--- src/rtl/rr_arbiter_hold.sv ---
// N-way round-robin arbiter with registered one-hot grant, multi-cycle hold,
// forced rotation after MAX_HOLD cycles under contention, and an owner lock.
module rr_arbiter_hold #(
    parameter int N        = 4,
    parameter int MAX_HOLD = 8,
    localparam int IDW     = $clog2(N)
) (
    input  logic           clk,
    input  logic           rst_an,
    input  logic [N-1:0]   req,
    input  logic           lock,
    output logic [N-1:0]   gnt,
    output logic [IDW-1:0] gnt_id,
    output logic           gnt_valid,
    output logic           preempt
);

    localparam int HCW = (MAX_HOLD < 1) ? 1 : $clog2(MAX_HOLD + 1);
    localparam logic [HCW-1:0] HOLD_SAT = (MAX_HOLD == 0) ? HCW'(1) : HCW'(MAX_HOLD);
    localparam logic [N-1:0] ONE_HOT0 = {{(N-1){1'b0}}, 1'b1};

    localparam logic [0:0] S_IDLE  = 1'b0;
    localparam logic [0:0] S_GRANT = 1'b1;

    logic [0:0]     state_q,     state_d;
    logic [N-1:0]   gnt_q,       gnt_d;
    logic [IDW-1:0] gnt_id_q,    gnt_id_d;
    logic           gnt_valid_q, gnt_valid_d;
    logic           preempt_q,   preempt_d;
    logic [IDW-1:0] ptr_q,       ptr_d;
    logic [HCW-1:0] hold_cnt_q,  hold_cnt_d;

    logic [N-1:0]   others;
    logic [N-1:0]   cand;
    logic           do_grant;
    logic [IDW-1:0] win;

    // First set bit of cand scanning start, start+1, ... with wrap-around.
    function automatic logic [IDW-1:0] pick(input logic [N-1:0] c, input logic [IDW-1:0] start);
        logic [IDW-1:0] w;
        logic           found;
        int             idx;
        w     = '0;
        found = 1'b0;
        for (int i = 0; i < N; i++) begin
            idx = (int'(start) + i) % N;
            if (!found && c[idx]) begin
                w     = IDW'(idx);
                found = 1'b1;
            end
        end
        return w;
    endfunction

    always_comb begin
        state_d    = state_q;
        gnt_d      = gnt_q;
        gnt_id_d   = gnt_id_q;
        ptr_d      = ptr_q;
        hold_cnt_d = hold_cnt_q;
        preempt_d  = 1'b0;
        others     = req & ~gnt_q;
        cand       = req;
        do_grant   = 1'b0;
        win        = '0;

        case (state_q)
            S_IDLE: begin
                if (|req) begin
                    do_grant = 1'b1;
                    cand     = req;
                end
            end
            S_GRANT: begin
                if (!req[gnt_id_q]) begin
                    // Owner released: hand over directly without an idle bubble.
                    if (|others) begin
                        do_grant = 1'b1;
                        cand     = others;
                    end else begin
                        gnt_d      = '0;
                        hold_cnt_d = '0;
                        state_d    = S_IDLE;
                    end
                end else if ((MAX_HOLD != 0) && (hold_cnt_q == HOLD_SAT) && !lock && (|others)) begin
                    do_grant  = 1'b1;
                    cand      = others;
                    preempt_d = 1'b1;
                end else if (hold_cnt_q != HOLD_SAT) begin
                    hold_cnt_d = hold_cnt_q + HCW'(1);
                end
            end
            default: begin
                gnt_d   = '0;
                state_d = S_IDLE;
            end
        endcase

        if (do_grant) begin
            win        = pick(cand, ptr_q);
            gnt_d      = ONE_HOT0 << win;
            gnt_id_d   = win;
            ptr_d      = IDW'((int'(win) + 1) % N);
            hold_cnt_d = HCW'(1);
            state_d    = S_GRANT;
        end

        gnt_valid_d = |gnt_d;
    end

    always_ff @(posedge clk or negedge rst_an) begin
        if (!rst_an) begin
            state_q     <= S_IDLE;
            gnt_q       <= '0;
            gnt_id_q    <= '0;
            gnt_valid_q <= 1'b0;
            preempt_q   <= 1'b0;
            ptr_q       <= '0;
            hold_cnt_q  <= '0;
        end else begin
            state_q     <= state_d;
            gnt_q       <= gnt_d;
            gnt_id_q    <= gnt_id_d;
            gnt_valid_q <= gnt_valid_d;
            preempt_q   <= preempt_d;
            ptr_q       <= ptr_d;
            hold_cnt_q  <= hold_cnt_d;
        end
    end

    assign gnt       = gnt_q;
    assign gnt_id    = gnt_id_q;
    assign gnt_valid = gnt_valid_q;
    assign preempt   = preempt_q;

endmodule

--- config.mk ---
export PLATFORM = sky130hd
export DESIGN_NAME = rr_arbiter_hold
export DESIGN_NICKNAME = d
export VERILOG_FILES = /design/src/rtl/rr_arbiter_hold.sv
export SDC_FILE = /design/constraint.sdc
export NUM_CORES = 1
export LEC_CHECK = 0
export BUFFER_PORTS_ARGS = -buffer_cell sky130_fd_sc_hd__buf_2
export CAP_MARGIN = 10
export CELL_PAD_IN_SITES_DETAIL_PLACEMENT = 1
export CELL_PAD_IN_SITES_GLOBAL_PLACEMENT = 1
export CORE_AREA = 2 2 56 71
export DETAILED_ROUTE_END_ITERATION = 16
export DIE_AREA = 0 0 58 73
export PLACE_DENSITY_LB_ADDON = 0.1
export SLEW_MARGIN = 20
export SYNTH_ARGS = -nofsm -noshare
export SYNTH_HDL_FRONTEND = slang
export SYNTH_SLANG_ARGS = --single-unit
--- constraint.sdc ---
create_clock -name clk -period 3.35 [get_ports clk]
set_clock_uncertainty 0.2 [all_clocks]
set_input_delay 0 -clock clk [delete_from_list [all_inputs] [get_ports clk]]
set_output_delay 0 -clock clk [all_outputs]
set_load 0.1 [all_outputs]
==> impl_metrics.yaml <==
route:
  wl_per_cell_um: 17.50
  routed-via-count: 931
  drt_iter0_markers: 14
  drc_errors: 0
  viasPerCell: 5.509
  routed_wl_mm: 2.957
  drt.antenna.violating_nets: 0
  drt_pass1_iterations: 4
global_routing:
  grt_max_degree: 16
  grt_pass1_wl_mm: 5.043
  grt_pass1_vias: 1010
  globalRouteOverflowTotal: 0
  globalRouteTotalUtil: 0.1603
  antenna_found_initial: 0
synthesis:
  synth_async_sr_flop_share: 1.000
  syn_avg_cell_area_um2: 9.317
  synth_edf_count: 0
  ys_seq_area_frac: 0.3597
  yosys_warnings: 0
  synthesis.nets: 121
  synth_cell_types: 41
  ys_ff_latch: 15
  synth-main-ff-cell: "dfrtp_1"
  synthCells: 112
  syn_area_um2: 1044
floorplan:
  dieWidth_um: 58
  die_h_um: 73
  ios: 15
  initial_core_util: 0.2876
  rows: 25
  core_area_um2: 3628
  die-area_um2: 4234
cts:
  worstSkewPairLatency_ns: 0.25
  clockRootBuffer: "clkbuf_8"
  h-tree-depth: 1
  cts_sinks: 15
  clk_path_buf_depth: 2
  postCtsSetupRepairBufs: 0
  cts_tree: "yes"
  cts_made_buffers: 3
  cts.clk_slew.worst_paths_ns: 0.06
timing:
  rsz0062_at_grt: "no"
  fmax_mhz: 358.8
  slew_violations: 0
  min_period_over_period: 0.8319
  maxSlewHeadroom: 0.6445
  hold_viol: 15
  finalSetupViolCount: 0
  period_needed_ns: 2.787
  fin_hold_ws_ns: -0.01619
  setup-tns-final_ns: 0
  worst_pin_slew_ns: 0.5250
finish:
  nNetsFinal: 139
  syn_to_final_growth_pct: 16.55
  seqCellArea_um2: 375.4
  nFillCells: 442
  multi_input_area_um2: 614.3
  drive_gt1_frac: 0.1938
  antenna_cells: 0
pwr:
  switching_share: 0.5529
  p_per_area_nw_per_um2: 1010
  fin_total_pwr_mw: 1.228
  vdd_drop_max_mv: 0.3782
  seq_power_share: 0.277
  p_leak_nw: 0.5206
  comb_power_share: 0.602
  power.share.clock: 0.121
  power.internal_mw: 0.5492
  p_sw_mw: 0.6791
worst_setup_path:
  reg2reg_depth: 8
  r2r_setup_slack_ns: 0.56
  cp.required_ns: 3.28
  crit_type: "register to register"
  cp-end-kind: "register"
  reg2reg_to: "ptr_q[0]$_DFFE_PN0N_"
  crit_end: "ptr_q[0]$_DFFE_PN0N_"
  crit_fanout: 7
  rr_startpoint: "hold_cnt_q[0]$_DFFE_PN0P_"
  startpoint_type: "register"
  worstSetupStartpoint: "hold_cnt_q[0]$_DFFE_PN0P_"
  arrival_ns: 2.72
run_status:
  violations: "negative hold slack"
  status: "finished with violations"
run:
  drv_cap: 0
worst_hold_path:
  hp-class: "primary input to async pin"
placement:
  gp_congestion: 0.7953
  hpwlAfterDp_mm: 2.355
  io_buffers: 14
critical path: stages, from the launching register on:
cell,delay [ns]
dfrtp_1,0.42
inv_1,0.10
ha_1,0.16
or4bb_1,0.53
and2_1,0.26
o21a_1,0.25
a22o_1,0.22
a211o_1,0.27
mux2_2,0.27
how the worst min path moves through the flow:
stage                 from                end  slack (ns)  cells after the start
global route        rst_an  preempt$_DFF_PN0_        0.02                      2
global placement    rst_an  preempt$_DFF_PN0_       -0.27                      1
finish              rst_an  state_q$_DFF_PN0_       -0.02                      2
detailed placement  rst_an  preempt$_DFF_PN0_       -0.27                      1
CTS                 rst_an  preempt$_DFF_PN0_       0.003                      2
floorplan           rst_an   gnt[0]$_DFF_PN0_       -0.50                      0
layout by cell type (no fill, tap or decap), types with 3 or more instances in the layout:
cell type / count
nand3_1: 3
nor2b_1: 6
nor2_1: 7
o211ai_1: 3
nor4_1: 3
a22o_1: 5
buf_2: 14
inv_1: 7
clkbuf_8: 3
dfrtp_1: 15
nand2_1: 8
a21oi_1: 5
nor3_1: 4
o21ai_1: 10
logic make-up (layout without fill, tap and decap cells):
kind of cell / count (synthesis) / count (layout) / synth area share
AOI/OAI and AO/OA: 43 / 43 / 0.3369
and+or+nand+nor: 37 / 37 / 0.1859
DFF: 15 / 15 / 0.3597
buffers and inverters: 12 / 29 / 0.05156
muxes: 3 / 3 / 0.04196
adders and majority gates: 2 / 2 / 0.02398
per-stage QoR:
step,instance area (um2),hold WS [ns],instances,setup slack (ns),util
global route,1216,0.02271,169,0.4052,0.3352
global placement,1151,-0.2720,163,0.6252,0.3172
floorplan,1044,-0.4956,112,0.2078,-
finish,1216,-0.01619,169,0.5632,0.3352
detailed placement,1151,-0.2705,163,0.5865,0.3172
CTS,1216,0.002943,169,0.5712,0.3352
metal layers:
layer | vias to the layer above | wire length, um | GRT usage
met5 | - | 0 | 0
met1 | 458 | 1220 | 0.1852
li1 | 461 | - | -
met4 | 0 | 56 | 0.04910
met3 | 4 | 62 | 0.03723
met2 | 8 | 1617 | 0.2891
power by group through the flow:
stage | clock (mW) | sequential [mW] | combinational [mW]
6_report | 0.148 | 0.340 | 0.740
4_1_cts | 0.152 | 0.345 | 0.749
5_1_grt | 0.162 | 0.358 | 0.806
3_3_place_gp | 0 | 0.347 | 0.738
3_5_place_dp | 0 | 0.348 | 0.745
2_1_floorplan | 0 | 0.537 | 0.395
cells in the mapped netlist (2+ instances only):
cell type	count	area (um2)
dfrtp_1	15	375.4
o21ai_1	10	50.05
nand2_1	8	30.03
inv_1	7	26.28
nor2_1	7	26.28
nor2b_1	6	37.54
a21oi_1	5	25.02
a22o_1	5	43.79
nor3_1	4	20.02
clkbuf_1	3	11.26
nand3_1	3	15.01
nor4_1	3	18.77
o211ai_1	3	22.52
a211oi_1	2	15.01
a41oi_4	2	55.05
and2_1	2	12.51
ha_1	2	25.02
o31a_1	2	17.52
sequential cells by signal, summed over array words and instances, names as in the netlist:
signal,cells
gnt,4
hold_cnt_q,4
gnt_id,2
ptr_q,2
gnt_valid,1
preempt,1
state_q,1
repair_timing:
item,in CTS,in global routing
endpoints found under the hold margin,16,0
hold buffers,2,0
resized for setup,0,0
final cells by class:
class | instances | share of cell area
well taps | 40 | 0.04115
clock buffers | 4 | 0.03704
repair buffers | 18 | 0.08642
multi-input cells | 85 | 0.5051
flip-flops and latches | 15 | 0.3086
inverters | 7 | 0.02160
Note: power is estimated with default switching activity, not from simulation.
